<file path="config.mk">
export PLATFORM = sky130hd
export DESIGN_NAME = pc_stack
export DESIGN_NICKNAME = d
export VERILOG_FILES = /design/src/rtl/pc_stack.sv
export SDC_FILE = /design/constraint.sdc
export NUM_CORES = 1
export LEC_CHECK = 0
export ABC_AREA = 0
export BUFFER_PORTS_ARGS = -buffer_cell sky130_fd_sc_hd__buf_2
export CAP_MARGIN = 20
export CORE_AREA = 2 2 118 120
export CTS_CLUSTER_DIAMETER = 100
export DETAILED_ROUTE_END_ITERATION = 8
export DIE_AREA = 0 0 120 122
export PLACE_DENSITY = 0.78
export SLEW_MARGIN = 5
export SYNTH_ARGS = -nofsm -noshare
export SYNTH_HDL_FRONTEND = slang
export SYNTH_SLANG_ARGS = --single-unit
export TNS_END_PERCENT = 20
</file>
<file path="constraint.sdc">
create_clock -name I_CLK -period 6.5 [get_ports I_CLK]
set_input_delay 0.65 -clock I_CLK [delete_from_list [all_inputs] [get_ports I_CLK]]
set_output_delay 0.65 -clock I_CLK [all_outputs]
set_load 0.02 [all_outputs]
</file>
<file path="src/rtl/pc_stack.sv">
// Program counter with mode-selected next address and a hardware return-address
// stack. Stack overflow or underflow enters a FAULT state that freezes the PC
// and the stack until I_CLEAR_FAULT is seen at a clock edge.
module pc_stack #(
  parameter int P_ADDRESS_WIDTH = 16,
  parameter int P_STACK_DEPTH   = 8,
  parameter logic [P_ADDRESS_WIDTH-1:0] P_RESET_ADDRESS = '0
) (
  input  logic                                   I_CLK,
  input  logic                                   I_NRESET,
  input  logic                                   I_ENABLE,
  input  logic [2:0]                             I_MODE,
  input  logic [P_ADDRESS_WIDTH-1:0]             I_ADDRESS,
  input  logic                                   I_CLEAR_FAULT,
  output logic [P_ADDRESS_WIDTH-1:0]             O_ADDRESS,
  output logic [$clog2(P_STACK_DEPTH+1)-1:0]     O_STACK_DEPTH,
  output logic                                   O_STACK_EMPTY,
  output logic                                   O_STACK_FULL,
  output logic                                   O_OVERFLOW,
  output logic                                   O_UNDERFLOW,
  output logic                                   O_FAULT
);

  localparam int AW = P_ADDRESS_WIDTH;
  localparam int DW = $clog2(P_STACK_DEPTH + 1);
  localparam logic [AW-1:0] ADDR_ONE   = AW'(1);
  localparam logic [DW-1:0] DEPTH_ONE  = DW'(1);
  localparam logic [DW-1:0] DEPTH_FULL = DW'(P_STACK_DEPTH);

  typedef enum logic [2:0] {
    MODE_INC      = 3'd0,
    MODE_JUMP     = 3'd1,
    MODE_JUMP_INC = 3'd2,
    MODE_DISPLACE = 3'd3,
    MODE_CALL     = 3'd4,
    MODE_RETURN   = 3'd5,
    MODE_HOLD     = 3'd6,
    MODE_RESERVED = 3'd7
  } mode_t;

  typedef enum logic [0:0] {
    ST_RUN   = 1'b0,
    ST_FAULT = 1'b1
  } state_t;

  state_t            state_q, state_next;
  logic [AW-1:0]     pc_q, pc_next;
  logic [DW-1:0]     depth_q, depth_next;
  logic              overflow_q, overflow_next;
  logic              underflow_q, underflow_next;
  logic              push_en;
  logic [AW-1:0]     push_data;
  logic [AW-1:0]     top_entry;
  logic              stack_empty;
  logic              stack_full;
  logic [AW-1:0]     stack_mem [P_STACK_DEPTH];
  mode_t             mode;

  assign mode        = mode_t'(I_MODE);
  assign stack_empty = (depth_q == '0);
  assign stack_full  = (depth_q == DEPTH_FULL);

  // Select the entry just below the depth pointer as the current top of stack.
  always_comb begin
    top_entry = '0;
    for (int i = 0; i < P_STACK_DEPTH; i++) begin
      if (depth_q == DW'(i + 1)) begin
        top_entry = stack_mem[i];
      end
    end
  end

  // Next-state logic: address select, stack push/pop and RUN/FAULT transitions.
  always_comb begin
    state_next     = state_q;
    pc_next        = pc_q;
    depth_next     = depth_q;
    overflow_next  = overflow_q;
    underflow_next = underflow_q;
    push_en        = 1'b0;
    push_data      = pc_q + ADDR_ONE;

    if (state_q == ST_FAULT) begin
      // Frozen until software acknowledges; the mode is not executed on the
      // clearing edge itself.
      if (I_CLEAR_FAULT) begin
        overflow_next  = 1'b0;
        underflow_next = 1'b0;
        state_next     = ST_RUN;
      end
    end else if (I_ENABLE) begin
      case (mode)
        MODE_INC:      pc_next = pc_q + ADDR_ONE;
        MODE_JUMP:     pc_next = I_ADDRESS;
        MODE_JUMP_INC: pc_next = I_ADDRESS + ADDR_ONE;
        // Two's complement addition at full width is the signed displacement.
        MODE_DISPLACE: pc_next = pc_q + I_ADDRESS;
        MODE_CALL: begin
          if (stack_full) begin
            overflow_next = 1'b1;
            state_next    = ST_FAULT;
          end else begin
            push_en    = 1'b1;
            depth_next = depth_q + DEPTH_ONE;
            pc_next    = I_ADDRESS;
          end
        end
        MODE_RETURN: begin
          if (stack_empty) begin
            underflow_next = 1'b1;
            state_next     = ST_FAULT;
          end else begin
            pc_next    = top_entry;
            depth_next = depth_q - DEPTH_ONE;
          end
        end
        default: pc_next = pc_q;
      endcase
    end
  end

  // Control state register: PC, depth pointer, sticky flags and FSM state.
  always_ff @(posedge I_CLK or negedge I_NRESET) begin
    if (!I_NRESET) begin
      state_q     <= ST_RUN;
      pc_q        <= P_RESET_ADDRESS;
      depth_q     <= '0;
      overflow_q  <= 1'b0;
      underflow_q <= 1'b0;
    end else begin
      state_q     <= state_next;
      pc_q        <= pc_next;
      depth_q     <= depth_next;
      overflow_q  <= overflow_next;
      underflow_q <= underflow_next;
    end
  end

  // Return-address storage; contents are don't-care after reset because the
  // depth pointer alone decides which entries are valid.
  always_ff @(posedge I_CLK) begin
    for (int i = 0; i < P_STACK_DEPTH; i++) begin
      if (push_en && (depth_q == DW'(i))) begin
        stack_mem[i] <= push_data;
      end
    end
  end

  assign O_ADDRESS     = pc_q;
  assign O_STACK_DEPTH = depth_q;
  assign O_STACK_EMPTY = stack_empty;
  assign O_STACK_FULL  = stack_full;
  assign O_OVERFLOW    = overflow_q;
  assign O_UNDERFLOW   = underflow_q;
  assign O_FAULT       = (state_q == ST_FAULT);

endmodule

</file>
==> impl_metrics.json, run 1 <==
{
  "endpoint_kind": "output port",
  "synth_area_um2": 7930,
  "status": "finished, final reports clean",
  "overflow": 0,
  "ant_nets": 0,
  "chipHeight_um": 122,
  "hold_path_class": "primary input to async pin",
  "avgViaCountPerCell": 6.73,
  "maxSlewViolCount": 0,
  "port_buffers": 47,
  "synthTopCellsByCount": "edfxtp_1 (128), nand2_1 (64), a21oi_1 (62)",
  "insertion_delay_ns": 0.43,
  "crit_arrival_ns": 2.81,
  "worst_hold_slack_ns": 0.231,
  "dp_slack_ns": 3.02,
  "synth_edf_count": 128,
  "setup_ws_ns": 3.04,
  "grt_use_total": 0.317,
  "layout.nets": 798,
  "post_cts_buffers": 0,
  "grt_max_degree": 47,
  "r2r_setup_slack_ns": 3.21,
  "clock-sinks": 151,
  "async_flop_share": 0.152,
  "drt_pass1_iterations": 5,
  "grt_pass1_wl_mm": 34.6,
  "slew_headroom": 0.263,
  "htree_num_levels": 4,
  "drc": 0,
  "seq_area_frac_synth": 0.557,
  "yosysMostFrequentCell": "edfxtp_1",
  "dieArea_um2": 14600,
  "initial_core_util": 0.587,
  "fillers": 1061,
  "critPathRequiredTime_ns": 5.85,
  "placed_area_um2": 8270,
  "place_inst": 915,
  "antenna_found_initial": 0,
  "numCtsBuffers": 17,
  "synth_ff_type": "edfxtp_1",
  "worst_setup_path_start_kind": "register",
  "skew_ns": 0.00936,
  "wl_per_cell_um": 23.9,
  "drtIter0Drc": 856,
  "ys_warn_count": 0,
  "synthesis.nets": 768,
  "cts_buffer_depth": 2,
  "placeableCoreArea_um2": 13500,
  "p_leak_uw": 0.00314,
  "min_period_ns": 3.46,
  "cts_tree": "yes",
  "timing_hold_violations_final": 0,
  "synthTopCellsByArea": "edfxtp_1 (48%), dfrtp_1 (7.3%), a21oi_1 (3.9%)",
  "fp.dieW_um": 120,
  "setup_viol": 0,
  "worst_slew_pin_slew_ns": 1.11,
  "diodes": 0,
  "cts.repair.resized": 0,
  "vdd_drop_max_uv": 222,
  "hpwl_mm": 15.2,
  "holdBufCountCts": 0,
  "synth.ff_latch_count": 151,
  "ctsRootBufferMaster": "clkbuf_16",
  "final_area_um2": 8810,
  "rows": 43,
  "netlist.area_leader.share": 0.485,
  "grt_pass1_vias": 6224,
  "ys_types": 70,
  "syn_area_per_cell_um2": 11.0,
  "pwr_density_cell_nw_per_um2": 392,
  "wl_mm": 22.6,
  "yosys.area.top_type": "edfxtp_1",
  "cp_max_fo": 17,
  "final_cell_count_no_fill": 945,
  "ioPinCount": 48,
  "fin_crit_sh": 0.532,
  "max_cap_violations": 0,
  "vias": 6364,
  "gp_congestion": 0.947,
  "critical_path_class": "register to output port",
  "drive_above_1_share": 0.124,
  "synthCells": 724,
  "tns_ns": 0,
  "syn_to_final_growth_pct": 11.1,
  "clkTransAtPathRegs_ns": 0.06,
  "fmax_mhz": 289,
  "grt_setup_unrepaired": "no"
}
-- cell families (layout without fill, tap and decap cells) --
| logic type | count (synthesis) | count (layout) | share of synthesized area |
|---|---|---|---|
| AOI/OAI and AO/OA | 227 | 227 | 0.187 |
| and+or+nand+nor | 223 | 223 | 0.145 |
| xor gates and xnor gates | 29 | 29 | 0.0320 |
| DFF | 151 | 151 | 0.557 |
| muxes | 4 | 4 | 0.00505 |
| adders and majority gates | 26 | 26 | 0.0404 |
| buffers and inverters | 64 | 105 | 0.0333 |
-- flip-flops by register name (all words and copies together) (netlist names) --
signal and flops:
O_ADDRESS 16, O_FAULT 1, stack_mem 128, O_OVERFLOW 1, O_STACK_DEPTH 4, O_UNDERFLOW 1
-- per-stage QoR --
stage / util / power, uW
floorplan: - / 2110
detailed placement: 0.612 / 2510
global placement: 0.612 / 2480
finish: 0.652 / 3450
CTS: 0.652 / 3430
global route: 0.652 / 3600
-- placed cells by master, fill, tap and decap left out, drive strengths merged, types with 6 or more instances in the layout --
cell type	instances
xnor2	15
edfxtp	128
nand3	16
o21a	7
nand2	64
and3	21
a21oi	62
buf	56
nor2	37
o221ai	6
a211oi	9
and2	13
a221oi	8
xor2	14
o211ai	11
ha	20
clkinv	8
dfrtp	23
o22ai	17
nand4	12
nor3	15
clkbuf	19
nor2b	8
o21ai	51
inv	18
nand3b	9
nand2b	10
a31oi	15
-- area by class of cell --
| type | count | area (um^2) | area share |
|---|---|---|---|
| flip-flops and latches | 151 | 4420 | 0.502 |
| multi-input cells | 509 | 3250 | 0.369 |
| clock buffers | 19 | 433 | 0.0491 |
| repair buffers | 56 | 303 | 0.0344 |
| well taps | 180 | 225 | 0.0256 |
| clock inverters | 11 | 110 | 0.0125 |
| inverters | 19 | 71.3 | 0.00809 |
-- layer usage --
layer | track usage | routed length (um) | vias to the layer above
met5 | 0 | 0 | -
met4 | 0.166 | 802 | 0
met3 | 0.0833 | 2400 | 63
met2 | 0.500 | 10600 | 431
met1 | 0.406 | 8710 | 3038
li1 | - | - | 2832
-- power breakdown --
| group | switching (uW) | total, uW | internal [uW] |
|---|---|---|---|
| combinational | 820 | 1190 | 368 |
| clock | 367 | 921 | 554 |
| sequential | 146 | 1350 | 1200 |
| total | 1330 | 3450 | 2120 |
-- critical path: stages (launching register included) --
cell and delay, ns:
dfrtp_1 0.47, inv_1 0.12, ha_1 0.71, nand3b_2 0.48, inv_2 0.36, buf_2 0.22
-- worst paths after layout --
| kind | startpoint | to | cells past startpoint |
|---|---|---|---|
| min in group I_CLK | I_CLEAR_FAULT | O_FAULT | 2 |
| min | I_NRESET | O_ADDRESS[5] | 1 |
| max reg2reg | O_STACK_DEPTH[0] | O_ADDRESS[13] | 8 |
| max in group asynchronous | I_NRESET | O_ADDRESS[14] | 1 |
| min reg2reg | O_FAULT | O_OVERFLOW | 1 |
| max | O_STACK_DEPTH[0] | O_STACK_FULL | 5 |
No activity file was read; power rests on OpenSTA's default activity.
==> inputs of run 2 (changes only) <==
==> constraint.sdc (replaced) <==
create_clock -name I_CLK -period 3.5 [get_ports I_CLK]
set_input_delay 0.35 -clock I_CLK [delete_from_list [all_inputs] [get_ports I_CLK]]
set_output_delay 0.35 -clock I_CLK [all_outputs]
set_load 0.02 [all_outputs]
==> run 2 against run 1 <==
Final cell count is 2.2% higher. Core utilization grew 0.96 points. Global-route usage decreased by 0.095 points. Critical endpoint is now O_ADDRESS[8]. Largest cell class unchanged. Worst setup slack worse by 2.4 ns.
==> impl_metrics.json, run 2 (synthesized netlist as in run 1, its figures left out) <==
{
  "largest_reg_flops": 128,
  "critPathRequiredTime_ns": 3.79,
  "layout_common_cells": "edfxtp_1 (128), nand2_1 (64), a21oi_1 (62)",
  "placeableCoreArea_um2": 13500,
  "cp_cell_sequence": "inv_1 -> nand3_1 -> ha_1 -> fa_1 -> a21o_1 -> a221oi_2 -> o21ai_0 -> xor2_1 -> o22ai_1 -> a31oi_1",
  "dieArea_um2": 14600,
  "grt_use_met3": 0.0562,
  "min_period_ns": 2.91,
  "initial_core_util": 0.587,
  "htree_num_levels": 4,
  "crit_path_start": "O_ADDRESS[0]",
  "diodes": 0,
  "p_leak_uw": 0.00323,
  "clkTransAtPathRegs_ns": 0.07,
  "crit_arrival_ns": 3.19,
  "crit_slowest_cell": "dfrtp_1",
  "fp.dieW_um": 120,
  "ant_nets": 0,
  "holdPathEnd": "O_OVERFLOW",
  "worst_slew_pin_slew_ns": 0.972,
  "hpwl_mm": 15.7,
  "cp_max_fo": 9,
  "port_buffers": 47,
  "critical_path_class": "register to register",
  "maxSlewViolCount": 0,
  "pwr_density_cell_nw_per_um2": 718,
  "wl_per_cell_um": 23.4,
  "setup_ws_ns": 0.595,
  "antenna_found_initial": 0,
  "ctsRootBufferMaster": "clkbuf_16",
  "wl_mm": 22.6,
  "clock-sinks": 151,
  "setup_viol": 0,
  "cp_slowest_stage_delay_ns": 0.46,
  "postLayoutCoreUtil": 0.662,
  "numCtsBuffers": 17,
  "final_common_cell": "edfxtp_1",
  "worstHoldStart": "I_CLEAR_FAULT",
  "worst_setup_path_start_kind": "register",
  "vias": 6424,
  "slew_headroom": 0.352,
  "cts.repair.resized": 0,
  "timing_hold_violations_final": 0,
  "skew_ns": 0.0152,
  "fin_crit_sh": 0.830,
  "groute.layer.met1.usage": 0.434,
  "gp_congestion": 1.00,
  "cts_buffer_depth": 2,
  "min_path_cells": 2,
  "fmax_mhz": 344,
  "tns_ns": 0,
  "grt_max_degree": 35,
  "drtIter0Drc": 917,
  "regMostFlops": "stack_mem",
  "rows": 43,
  "drive_above_1_share": 0.150,
  "chipHeight_um": 122,
  "insertion_delay_ns": 0.42,
  "cts_tree": "yes",
  "layout.nets": 817,
  "worst_hold_slack_ns": 0.195,
  "r2r_setup_slack_ns": 0.59,
  "grt_pass1_wl_mm": 34.9,
  "reg2reg_to": "O_ADDRESS[8]",
  "grt_setup_unrepaired": "no",
  "dp_slack_ns": 0.474,
  "use_met2": 0.499,
  "grt_use_total": 0.316,
  "ioPinCount": 48,
  "grt_pass1_vias": 6158,
  "endpoint_kind": "register",
  "hold_path_class": "primary input to register",
  "status": "finished, final reports clean",
  "syn_to_final_growth_pct": 12.7,
  "vdd_drop_max_uv": 463,
  "worstReg2RegStart": "O_ADDRESS[0]",
  "avgViaCountPerCell": 6.65,
  "rr_worst_depth": 10,
  "overflow": 0,
  "max_cap_violations": 0,
  "drt_pass1_iterations": 8,
  "drc": 0,
  "busiest_layer": "met2"
}
==> run 2: changes by cell type in the layout (fill, tap and decap cells not counted), sizes merged <==
cell,change
clkinvlp,+1
bufinv,-2
inv,+5
clkbuf,-1
clkinv,-1
dlygate4sd3,+1
buf,+18
==> run 2: how the worst max path moves through the flow <==
stage | to | slack (ns) | cells past startpoint
3_3_place_gp | O_ADDRESS[6] | 0.53 | 12
2_1_floorplan | O_ADDRESS[6] | 0.64 | 12
5_1_grt | O_ADDRESS[6] | 0.32 | 10
6_report | O_ADDRESS[8] | 0.59 | 10
3_5_place_dp | O_ADDRESS[10] | 0.47 | 12
4_1_cts | O_ADDRESS[10] | 0.61 | 10
==> run 2: stage by stage <==
step,instances,area (um^2),total power [uW]
final,966,8940,6420
after global routing,966,8940,6670
after CTS,966,8940,6360
after detailed placement,933,8400,4720
after global placement,933,8400,4660
after floorplan,724,7930,3920
==> run 2: area by class of cell <==
class,instances,area (um^2)
Inverter,19,71.3
Fill cell,1043,4560
Timing Repair Buffer,75,448
Multi-Input combinational cell,509,3250
Clock buffer,18,429
Sequential cell,151,4420
Clock inverter,14,98.8
Tap cell,180,225
==> run 2: power by group <==
group | internal (uW) | switching (uW) | total [uW]
clock | 909 | 724 | 1630
combinational | 740 | 1570 | 2310
sequential | 2230 | 247 | 2470
==> run 2: metal layers <==
metal	wire length (um)	vias to the layer above	part of all wire
met5	0	-	0
met4	803	0	0.036
met3	2280	62	0.10
met2	10600	415	0.47
met1	8970	3075	0.40
li1	-	2872	-
==> run 2: what timing repair did <==
item	4_1_cts	5_1_grt
hold endpoints to repair	23	0
setup endpoints to repair	0	0
hold buffers	1	0
setup buffers	0	0
==> run 2: worst max-delay path: cells and delay by family (launching register included) <==
family | cells | cell delay [ns]
AND/OR/NAND/NOR | 1 | 0.12
flip-flops | 1 | 0.46
adder cells (fa/ha/maj) | 2 | 0.63
buffers and inverters | 1 | 0.28
AO/OA/AOI/OAI | 5 | 1.11
XOR/XNOR | 1 | 0.17
==> inputs of run 3 (changes only) <==
--- a/config.mk
+++ b/config.mk
@@ -8,11 +8,11 @@
 export ABC_AREA = 0
 export BUFFER_PORTS_ARGS = -buffer_cell sky130_fd_sc_hd__buf_2
 export CAP_MARGIN = 20
-export CORE_AREA = 2 2 118 120
+export CORE_AREA = 2 2 124 126
 export CTS_CLUSTER_DIAMETER = 100
 export DETAILED_ROUTE_END_ITERATION = 8
-export DIE_AREA = 0 0 120 122
-export PLACE_DENSITY = 0.78
+export DIE_AREA = 0 0 126 128
+export PLACE_DENSITY = 0.75
 export SLEW_MARGIN = 5
 export SYNTH_ARGS = -nofsm -noshare
 export SYNTH_HDL_FRONTEND = slang
==> constraint.sdc (replaced) <==
create_clock -name I_CLK -period 2.51 [get_ports I_CLK]
set_input_delay 0.251 -clock I_CLK [delete_from_list [all_inputs] [get_ports I_CLK]]
set_output_delay 0.251 -clock I_CLK [all_outputs]
set_load 0.02 [all_outputs]
==> run 3 against run 2 <==
First-iteration DRC count is 15% lower. Combinational power increased by 68%. Register-to-register slack got worse by 0.49 ns. Core utilization is 1.3 points lower. Critical endpoint is now O_STACK_EMPTY.
==> impl_metrics.json, run 3 (synthesized netlist as in run 1, its figures left out) <==
{
  "cp_max_fo": 10,
  "ant_nets": 0,
  "cts_tree": "yes",
  "avgViaCountPerCell": 6.42,
  "placeableCoreArea_um2": 14900,
  "place_inst": 1020,
  "min_period_ns": 2.42,
  "wl_per_cell_um": 22.7,
  "crit_arrival_ns": 2.16,
  "drt_pass1_iterations": 5,
  "antenna_found_initial": 0,
  "regMostFlops": "stack_mem",
  "syn_to_final_growth_pct": 21.6,
  "clkTransAtPathRegs_ns": 0.07,
  "clock-sinks": 151,
  "cpLargestDelayFamily": "buffers and inverters",
  "dieArea_um2": 16100,
  "use_met2": 0.506,
  "hpwl_mm": 17.5,
  "initial_core_util": 0.534,
  "worst_setup_path_start_kind": "register",
  "hold_path_class": "primary input to register",
  "grt_pass1_wl_mm": 37.5,
  "rows": 45,
  "cp_cell_sequence": "buf_4 -> nor2_1 -> buf_4 -> and2_1 -> buf_4 -> buf_2",
  "chipHeight_um": 128,
  "drive_above_1_share": 0.242,
  "p_clk_frac": 0.256,
  "grt_use_total": 0.306,
  "critical_path_class": "register to output port",
  "setup_ws_ns": 0.0941,
  "fillers": 1135,
  "intPower_uw": 5900,
  "worst_slew_pin_slew_ns": 0.895,
  "fmax_mhz": 414,
  "ioPinCount": 48,
  "cp_slowest_stage_delay_ns": 0.51,
  "timing_hold_violations_final": 0,
  "max_cap_violations": 0,
  "seq_power_share": 0.339,
  "tns_ns": 0,
  "cts_buffer_depth": 2,
  "drtIter0Drc": 781,
  "setup_viol": 0,
  "htree_num_levels": 4,
  "r2r_setup_slack_ns": 0.10,
  "wl_mm": 23.9,
  "layout.nets": 896,
  "diodes": 0,
  "busiest_layer": "met2",
  "groute.layer.met1.usage": 0.401,
  "numCtsBuffers": 17,
  "grt_max_degree": 25,
  "critPathRequiredTime_ns": 2.26,
  "grt_use_met3": 0.0526,
  "crit_slowest_cell": "dfrtp_1",
  "crit_buf_inv": 4,
  "grt_pass1_vias": 6764,
  "layout_common_cells": "edfxtp_1 (128), buf_4 (105), nand2_1 (64)",
  "ctsRootBufferMaster": "clkbuf_16",
  "status": "finished, final reports clean",
  "p_leak_uw": 0.00364,
  "fin_crit_sh": 0.963,
  "vias": 6761,
  "vdd_drop_max_uv": 611,
  "port_buffers": 47,
  "comb_power_share": 0.404,
  "dp_slack_ns": -0.147,
  "endpoint_kind": "output port",
  "final_common_cell": "edfxtp_1",
  "fp.dieW_um": 126,
  "pwr_density_cell_nw_per_um2": 995,
  "insertion_delay_ns": 0.43,
  "overflow": 0,
  "p_sw_uw": 3700,
  "swShare": 0.385,
  "maxSlewViolCount": 0,
  "worst_path_most_repeated_cell": "buf_4",
  "final_cell_count_no_fill": 1053,
  "largest_reg_flops": 128,
  "slew_headroom": 0.399,
  "post_cts_buffers": 0,
  "gp_congestion": 1.00,
  "skew_ns": 0.00726,
  "drc": 0,
  "total_power_uw": 9590
}
-- run 3: changes by cell type in the layout (fill, tap and decap cells not counted), sizes merged --
| cell | change |
|---|---|
| buf | +79 |
| inv | +2 |
| clkbuf | -1 |
| clkinv | -1 |
| bufinv | +1 |
| clkinvlp | -1 |
-- run 3: through the flow --
stage,hold slack [ns],cell area (um^2),util
after global placement,0.281,9020,0.607
after global routing,0.0973,9640,0.649
after floorplan,-0.0446,7970,-
final,0.0915,9640,0.649
after CTS,0.0761,9610,0.646
after detailed placement,0.286,9020,0.607
-- run 3: final cells by class --
| cell class | count | area, um^2 | area share |
|---|---|---|---|
| clock buffer | 17 | 425 | 0.0441 |
| tap | 188 | 235 | 0.0244 |
| timing repair buffer | 154 | 1050 | 0.109 |
| clock inverter | 15 | 141 | 0.0147 |
| sequential | 151 | 4420 | 0.458 |
| multi-input combinational | 509 | 3300 | 0.342 |
| inverter | 19 | 71.3 | 0.00739 |
-- run 3: path summary, 6_finish.rpt --
| check | startpoint | cells after the start | end |
|---|---|---|---|
| setup / recovery | O_STACK_DEPTH[3] | 6 | O_STACK_EMPTY |
| hold / removal | I_CLEAR_FAULT | 2 | O_FAULT |
| setup reg to reg | O_STACK_DEPTH[0] | 8 | O_ADDRESS[11] |
| hold reg to reg | O_UNDERFLOW | 2 | O_UNDERFLOW |
| max in group asynchronous | I_NRESET | 2 | O_ADDRESS[8] |
| min in group asynchronous | I_NRESET | 2 | O_STACK_DEPTH[3] |
-- run 3: routing by layer --
metal	up-vias	part of all wire
met2	380	0.48
met3	74	0.083
met4	0	0.038
li1	3036	-
met1	3271	0.40
met5	-	0
-- run 3: worst reg2reg max path, stage by stage (launching register included) --
cell and delay [ns]:
dfrtp_1 0.42, buf_4 0.17, ha_1 0.25, buf_4 0.18, nand3b_1 0.33, nand2_1 0.24
a211oi_1 0.37, o221a_2 0.28, a21oi_1 0.06
-- run 3: what timing repair did --
item / in CTS / in global routing
resized for setup: 1 / 13
pin swaps: 0 / 7
hold buffers: 1 / 0
endpoints found under the hold margin: 23 / 0
setup endpoints to repair: 1 / 20
-- run 3: power by group through the flow --
stage          logic (uW)  clock network [uW]  registers [uW]
6_report             3880                2460            3250
5_1_grt              4170                2560            3280
4_1_cts              3790                2460            3250
3_5_place_dp         3740                   0            3300
3_3_place_gp         3650                   0            3290
2_1_floorplan        2020                   0            3450
